### src/rtl/fifo_stream_reader.sv
// rtl/fifo_stream_reader.sv - FIFO read-side controller with two-entry skid buffer and valid/ready output stream
module fifo_stream_reader #(
  parameter int IL           = 4,
  parameter int FL           = 16,
  parameter int IN_BUS_WIDTH = IL + FL,
  parameter int CNT_WIDTH    = 16
) (
  input  logic                    clk,
  input  logic                    reset,
  input  logic                    fifo_empty,
  input  logic [IN_BUS_WIDTH-1:0] fifo_data,
  output logic                    fifo_rd_en,
  input  logic                    flush,
  input  logic                    out_ready,
  output logic                    out_valid,
  output logic [IN_BUS_WIDTH-1:0] out_data,
  output logic [1:0]              occupancy,
  output logic [CNT_WIDTH-1:0]    words_out
);

  typedef enum logic [1:0] {
    EMPTY = 2'd0,
    ONE   = 2'd1,
    TWO   = 2'd2
  } state_t;

  state_t                  state;
  logic                    inflight;
  logic [IN_BUS_WIDTH-1:0] head;
  logic [IN_BUS_WIDTH-1:0] skid;
  logic                    pop;
  logic                    arrival;
  logic [2:0]              level;

  assign pop     = out_valid & out_ready;
  assign arrival = inflight;

  // Words committed after this edge: buffered plus in flight, minus the one leaving.
  // pop implies state != EMPTY, so this never underflows.
  assign level = {1'b0, state} + {2'b00, inflight} - {2'b00, pop};

  // Issue a read only when the word it returns is guaranteed a slot; out_ready
  // feeds this path combinationally so a pop frees space in the same cycle.
  assign fifo_rd_en = !reset && !flush && !fifo_empty && (level < 3'd2);

  assign out_valid = (state != EMPTY);
  assign out_data  = head;
  assign occupancy = state;

  // Occupancy FSM, word registers, read-latency tracking and accepted-word counter.
  always_ff @(posedge clk or posedge reset) begin
    if (reset) begin
      state     <= EMPTY;
      inflight  <= 1'b0;
      head      <= '0;
      skid      <= '0;
      words_out <= '0;
    end else begin
      // fifo_rd_en is already low during flush, so this also clears inflight then.
      inflight <= fifo_rd_en;

      if (pop) begin
        words_out <= words_out + 1'b1;
      end

      if (flush) begin
        // Buffered words and any word landing this edge are dropped.
        state <= EMPTY;
      end else begin
        case (state)
          EMPTY: begin
            if (arrival) begin
              head  <= fifo_data;
              state <= ONE;
            end
          end
          ONE: begin
            case ({pop, arrival})
              2'b10: state <= EMPTY;
              2'b01: begin
                skid  <= fifo_data;
                state <= TWO;
              end
              2'b11: head <= fifo_data;
              default: ;
            endcase
          end
          TWO: begin
            // Arrival without pop is unreachable: the read gate keeps level <= 2.
            if (pop) begin
              head <= skid;
              if (arrival) begin
                skid <= fifo_data;
              end else begin
                state <= ONE;
              end
            end
          end
          default: state <= EMPTY;
        endcase
      end
    end
  end

endmodule

### config.mk
export PLATFORM = sky130hd
export DESIGN_NAME = fifo_stream_reader
export DESIGN_NICKNAME = d
export VERILOG_FILES = /design/src/rtl/fifo_stream_reader.sv
export SDC_FILE = /design/constraint.sdc
export NUM_CORES = 1
export LEC_CHECK = 0
export CAP_MARGIN = 10
export CORE_ASPECT_RATIO = 1.2
export CORE_UTILIZATION = 54
export DETAILED_ROUTE_END_ITERATION = 7
export GPL_TIMING_DRIVEN = 0
export PLACE_DENSITY = 0.9
export SYNTH_ARGS = -nofsm -noshare
export SYNTH_HDL_FRONTEND = slang
export SYNTH_SLANG_ARGS = --single-unit
### constraint.sdc
create_clock -name clk -period 5.7 [get_ports clk]
set_input_delay 1.71 -clock clk [delete_from_list [all_inputs] [get_ports clk]]
set_output_delay 1.71 -clock clk [all_outputs]
set_load 0.05 [all_outputs]
## Word-level counts from Yosys, hierarchy flattened

Cells that the tools add are included.

| cells by class | value |
|---|---|
| $add $sub $neg | 3 |
| magnitude comparators | 1 |
| equality and inequality tests | 14 |
| muxes and demuxes | 13 |
| bitwise operators | 2 |
| reductions and logical operators | 13 |

Operators by type and width:

| cell | number |
|---|---|
| $mux W20 | 5 |
| $pmux W20 S3 | 1 |
| $pmux W20 S2 | 1 |
| $add A16 B1 Y16 const B | 1 |
| $reduce_and A5 Y1 | 2 |
| $ne A3 B3 Y1 const B | 3 |
| $mux W2 | 4 |
| $ne A2 B2 Y1 const B | 4 |
| $eq A2 B2 Y1 const B | 3 |
| $pmux W2 S3 | 1 |
| $eq A2 B1 Y1 const B | 2 |
| $ne A4 B3 Y1 const B | 1 |
| $pmux W2 S2 | 1 |
| $reduce_and A4 Y1 | 1 |
| $reduce_bool A2 Y1 | 2 |
| $add A2 B1 Y3 | 1 |
| $logic_and A1 B1 Y1 | 3 |
| $logic_not A1 Y1 | 3 |
| $lt A3 B2 Y1 const B | 1 |
| $reduce_bool A3 Y1 | 1 |
| $sub A3 B1 Y3 | 1 |
| $logic_not A2 Y1 | 1 |
| $ne A2 B1 Y1 const B | 1 |
| $and A1 B1 Y1 | 1 |
| $not A1 Y1 | 1 |

| storage, ports and cells | value |
|---|---|
| flip-flop bits (word level) | 59 |
| input port bits | 25 |
| logic and storage cells | 51 |

## Depth between registers and ports, before layout

Gate-level depths: netlist of the first run.

| logic depth | value |
|---|---|
| depth after elaboration | 6 |
| depth in mapped cells | 9 |
| mapped depth without buffers | 8 |

## Worst setup path after synthesis of the first run

No wires, ideal clock.

| timing | value |
|---|---|
| kind | input-to-output |
| from | input port out_ready |
| to | output port fifo_rd_en |
| data arrival time | 4491 ps |
| required time | 3990 ps |
| slack | -501 ps |
| stages on the path | 7 |
| buffers on the path | 0 |
| path through | and2_1 inv_2 ha_1 nand2b_1 fa_1 nand2b_1 nor4_1 |

| on the way | value |
|---|---|
| longest elaborated chain between the ends | 4 |

RTL lines:

| element | line | text |
|---|---|---|
| start: declaration | 14 | `input logic out_ready,` |
| $and A1 B1 Y1 | 35 | `assign pop = out_valid & out_ready;` |
| $sub A3 B1 Y3 | 40 | `assign level = {1'b0, state} + {2'b00, inflight} - {2'b00, pop};` |
| $lt A3 B2 Y1 | 44 | `assign fifo_rd_en = !reset && !flush && !fifo_empty && (level < 3'd2);` |
| $logic_and A1 B1 Y1 | 44 |  |
| end: declaration | 12 | `output logic fifo_rd_en,` |

No other way between the ends.

## Final worst setup path of the first run

Same ends and word-level chain as after synthesis.

==> results.yml, run 1 <==
routing:
  drc: 0
  num_vias: 1757
  drt_iter0_drc: 51
  first_pass_iters: 4
  wirelength_um: 5356
  viasPerCell: 5.245
  wl_per_cell_um: 15.99
  ant_nets: 0
power:
  pwr-share-seq_pct: 37.7
  pwr-share-clk_pct: 29.2
  peakVddDrop_uv: 352.1
  p_comb_share_pct: 33.1
  p_total_mw: 1.473
  switching_share_pct: 34.04
  internal_power_mw: 0.9719
  power_switching_mw: 0.5015
  p_leak_nw: 1.759
  power_density_mw_per_mm2: 382.8
worst_setup_path:
  path_max_fanout: 7
  endpoint_kind: "output port"
  critical_path_class: "primary input to output port"
  cp.required_ns: 3.99
  crit_arrival_ns: 3.80
  rrSetupSlack_ns: 3.28
  startpoint_type: "primary input"
sta:
  hold_viol_final: 0
  max_freq_mhz: 181.4
  fin_crit_sh_pct: 96.71
  timing.final.crit_period_ns: 5.512
  tightestPinTransition_ns: 0.6093
  setup_viol_count_final: 0
  clock_skew_ns: 0.009218
  slew_viol_final: 0
  rsz0062_at_grt: "no"
  slew_headroom_pct: 59.32
  tns_ns: 0
global_route:
  grt_pass1_wl_um: 8528
  antenna_found_initial: 0
  grt_max_degree: 32
  grt-ovfl-total: 0
  grt_use_total_pct: 21.58
  grt_pass1_vias: 1814
placed_design:
  place.gp.congestion: 0.7377
  dp_hpwl_um: 3699
  io_buffer_count: 64
cells_and_area:
  drive_gt1_share_pct: 23.64
  layout_common_cells: "clkdlybuf4s50_1, dfrtp_1, mux2_1"
  diodes: 0
  regArea_mm2: 0.001476
  multi_input_area_mm2: 0.001301
  area_delta_synth_final_pct: 33.62
  final_common_cell: "clkdlybuf4s50_1"
  fillers: 327
  layout.nets: 298
worst_hold_path:
  hold_class: "flip-flop to flip-flop"
clocking:
  cts_setup_buffers: 0
  cts-root-buf: "clkbuf_8"
  cts_tree: "yes"
  clock_sinks: 59
  max-clock-path-buffers: 2
  worstSkewPairLatency_ns: 0.33
  cts_max_level: 3
  clk_pin_slew_ns: 0.07
  cts_made_buffers: 9
run_status:
  status: "complete, no violations"
logic_synthesis:
  synth_cell_types: 34
  ys_warn_count: 0
  synthCells: 194
  syn_area_mm2: 0.002880
  synth_seq_area_share_pct: 51.26
  syn_nets: 222
  avgSynthCellArea_um2: 14.85
  ys_seq_elements: 59
floorplanning:
  die-area_mm2: 0.005631
  rows: 28
  fp.dieW_um: 68.67
  initial_utilization_pct: 57.09
  ios: 65
  die_h_um: 82.01
  coreArea_mm2: 0.005045
run:
  drv_cap: 0
-- layer usage --
layer | track usage [%] | wire length [um] | share of wire, %
met5 | 0 | 0 | 0
met4 | 8.958 | 89 | 1.7
met3 | 6.667 | 242 | 4.5
met2 | 33.53 | 2587 | 48
met1 | 27.67 | 2437 | 46
-- state kept, by name (all words and copies together) (netlist names) --
register	flops
out_data	20
occupancy	2
arrival	1
words_out	16
skid	20
-- worst max-delay path, stage by stage --
cell and delay (ns):
clkdlybuf4s15_1 0.30, and2_4 0.21, inv_2 0.05, ha_1 0.27, nand2b_1 0.17, fa_1 0.52, nand2b_1 0.07, nor4_2 0.24
buf_4 0.25
-- cell families (layout without fill, tap and decap cells) --
| kind of cell | Yosys count | after routing | synth area share [%] |
|---|---|---|---|
| multiplexers | 60 | 60 | 26.06 |
| flip-flops | 59 | 59 | 51.26 |
| AND/OR/NAND/NOR | 38 | 38 | 9.905 |
| XOR/XNOR | 16 | 16 | 5.387 |
| buffers and inverters | 11 | 92 | 3.866 |
| AO/OA/AOI/OAI | 7 | 7 | 1.955 |
| adder cells (fa/ha/maj) | 3 | 3 | 1.564 |
-- synthesized netlist by cell type, drive strengths merged --
master	count	area (um^2)
nand3	4	30.03
and4	3	32.53
nand2b	6	60.06
dfrtp	59	1476
fa	1	20.02
nor4	1	6.260
mux2	60	750.7
buf	8	100.1
nand4	4	55.05
or2	1	6.260
xnor2	14	137.6
nand2	9	33.78
inv	3	11.26
nor2	3	11.26
a21oi	5	36.29
ha	2	25.02
and3	1	6.260
and2	2	12.51
nand4b	1	8.760
a21o	1	7.510
xor2	2	17.52
nand3b	3	22.52
o2111a	1	12.51
-- through the flow --
step | std cells | setup slack [ns] | hold WS, ns | util, % | cell area (um^2)
final | 335 | 0.1878 | 0.4823 | 76.29 | 3849
after global routing | 335 | 0.02564 | 0.4994 | 76.29 | 3849
after CTS | 335 | 0.1367 | 0.4851 | 76.26 | 3847
after detailed placement | 319 | -0.7514 | 0.4667 | 71.80 | 3622
after global placement | 318 | -0.7497 | 0.4599 | 71.40 | 3602
after floorplan | 194 | 0.08420 | 0.4503 | - | 2887
-- final timing paths --
kind	startpoint	end	depth (start not counted)
max reg2reg	occupancy[1]	arrival	9
min	skid[1]	skid[1]	1
max	out_ready	fifo_rd_en	9
min reg2reg	skid[1]	skid[1]	1
min in group asynchronous	reset	out_data[12]	2
max in group asynchronous	reset	words_out[9]	3
-- power groups by stage --
stage,combinational (mW),sequential [mW],clock (mW)
global route,0.509,0.566,0.455
finish,0.487,0.556,0.430
global placement,0.481,0.559,0
CTS,0.491,0.557,0.437
detailed placement,0.488,0.563,0
floorplan,0.126,0.755,0
-- repair_timing --
item                                    CTS  global route
resized for setup                         9             1
hold buffers                              0             0
endpoints found under the setup margin    1             1
-- layout make-up --
class	count	share of cell area [%]
well taps	60	1.951
multi-input cells	124	33.81
clock buffers	11	3.934
clock inverters	5	1.951
inverters	3	0.2926
plain buffers	8	2.601
flip-flops and latches	59	38.36
repair buffers	65	17.10
(Power assumes the default switching activity.)
==> run 2: changes to the inputs <==
--- a/config.mk
+++ b/config.mk
@@ -9,8 +9,8 @@
 export CORE_ASPECT_RATIO = 1.2
 export CORE_UTILIZATION = 54
 export DETAILED_ROUTE_END_ITERATION = 7
-export GPL_TIMING_DRIVEN = 0
 export PLACE_DENSITY = 0.9
+export REMOVE_ABC_BUFFERS = 1
 export SYNTH_ARGS = -nofsm -noshare
 export SYNTH_HDL_FRONTEND = slang
 export SYNTH_SLANG_ARGS = --single-unit
==> run 2 against run 1 <==
Against the previous run:
- sequential power is essentially flat
- final area shrank 2.3%
- sequential cell count is the same
- highest routed layer unchanged
- worst setup slack gained 0.0054 ns
==> results.yml, run 2 (synthesized netlist as in run 1, its figures left out) <==
sta:
  hold_viol_final: 0
  fin_crit_sh_pct: 96.61
  slew_viol_final: 0
  clock_skew_ns: 0.008271
  whs_ns: 0.4786
  timing.final.crit_period_ns: 5.507
  max_freq_mhz: 181.6
  tns_ns: 0
  setup_viol_count_final: 0
  slew_headroom_pct: 35.65
  tightestPinTransition_ns: 0.9631
  rsz0062_at_grt: "no"
  setup_slack_ns: 0.1932
floorplanning:
  initial_utilization_pct: 57.09
  coreArea_mm2: 0.005045
  die_h_um: 82.01
  rows: 28
  die-area_mm2: 0.005631
  fp.dieW_um: 68.67
  ios: 65
power:
  power_density_mw_per_mm2: 373.0
  peakVddDrop_uv: 289.0
  p_leak_nw: 1.721
routing:
  first_pass_iters: 4
  ant_nets: 0
  viasPerCell: 5.187
  wirelength_um: 5237
  wl_per_cell_um: 15.77
  drc: 0
  drt_iter0_drc: 74
  num_vias: 1722
placed_design:
  dp_hpwl_um: 3484
  place.gp.congestion: 0.7912
  post-place-ws_ns: -0.07569
  io_buffer_count: 64
worst_hold_path:
  hold_class: "flip-flop to flip-flop"
  min-delay-start: "skid[17]"
  hold_path_depth: 1
clocking:
  cts_hold_buffers: 0
  max-clock-path-buffers: 2
  cts-root-buf: "clkbuf_8"
  cts_max_level: 3
  cts_made_buffers: 9
  clock_sinks: 59
  clk_pin_slew_ns: 0.06
  cts_tree: "yes"
  worstSkewPairLatency_ns: 0.33
cells_and_area:
  layout.nets: 295
  diodes: 0
  area_delta_synth_final_pct: 30.58
  final_common_cell: "clkdlybuf4s50_1"
  finalCoreUtilization_pct: 74.55
  layout_common_cells: "clkdlybuf4s50_1, dfrtp_1, mux2_1"
  drive_gt1_share_pct: 22.79
  fillers: 321
global_route:
  grt_max_degree: 37
  antenna_found_initial: 0
  grt_pass1_wl_um: 8411
  grt_pass1_vias: 1733
  grt-ovfl-total: 0
  grt_use_total_pct: 21.25
run:
  drv_cap: 0
worst_setup_path:
  path_max_fanout: 2
  crit_start: "out_ready"
  crit_arrival_ns: 3.80
  endpoint_kind: "output port"
  startpoint_type: "primary input"
  cp.required_ns: 3.99
  critical_path_class: "primary input to output port"
  worst_r2r_startpoint: "occupancy[1]"
  r2r_cells: 8
run_status:
  status: "complete, no violations"
==> run 2: cell types whose count changed in the layout (fill, tap and decap cells not counted), moves of 2 or more <==
cell | before | now
bufinv_16 | 2 | 0
buf_12 | 3 | 1
buf_6 | 4 | 0
clkinv_2 | 3 | 1
clkbuf_1 | 0 | 2
buf_4 | 3 | 6
clkbuf_8 | 11 | 13
==> run 2: final timing paths <==
check	slack [ns]	endpoint
max in group asynchronous	2.98	out_data[17]
worst max register to register	3.21	arrival
worst min register to register	0.48	skid[17]
worst max-delay path	0.19	fifo_rd_en
min in group asynchronous	1.91	words_out[0]
worst min-delay path	0.48	skid[17]
==> run 2: what timing repair did <==
item / in CTS / in global routing
setup endpoints to repair: 1 / 0
resized for setup: 4 / 0
buffers inserted: 0 / 0
==> run 2: layer usage <==
layer | GRT usage (%) | wire [um] | share of wire [%] | vias to the layer above
met4 | 11.25 | 89 | 1.7 | 0
met2 | 32.55 | 2485 | 47 | 43
met5 | 0 | 0 | 0 | -
li1 | - | - | - | 823
met1 | 27.42 | 2383 | 46 | 848
met3 | 5.278 | 278 | 5.3 | 8
==> run 2: final cells by class <==
type | instances | area, um^2 | share of cell area [%]
Multi-Input combinational cell | 124 | 1313 | 34.90
Inverter | 3 | 11.26 | 0.2994
Clock buffer | 15 | 186.4 | 4.957
Clock inverter | 1 | 5.005 | 0.1331
Sequential cell | 59 | 1476 | 39.25
Tap cell | 60 | 75.07 | 1.996
Timing Repair Buffer | 70 | 694.4 | 18.46
==> run 2: metrics by stage <==
step           power, mW  area [um^2]  instances
2_1_floorplan     0.8787         2780        186
3_5_place_dp       1.050         3555        316
4_1_cts            1.418         3761        332
3_3_place_gp       1.041         3555        316
6_report           1.403         3761        332
5_1_grt            1.467         3761        332
==> run 2: critical path: stages <==
cell and delay (ns):
dlygate4sd2_1 0.23, and2_4 0.15, inv_2 0.04, ha_1 0.30, nand2b_4 0.15, fa_1 0.50
nand2b_1 0.08, nor4_2 0.32, buf_4 0.18, buf_12 0.12
==> run 2: report_power, final <==
group	internal, mW	total, mW	switching [mW]	leakage, nW
Clock	0.205	0.359	0.154	0.0997
Combinational	0.204	0.487	0.283	0.851
Sequential	0.501	0.556	0.0556	0.770
Total	0.910	1.40	0.493	1.72
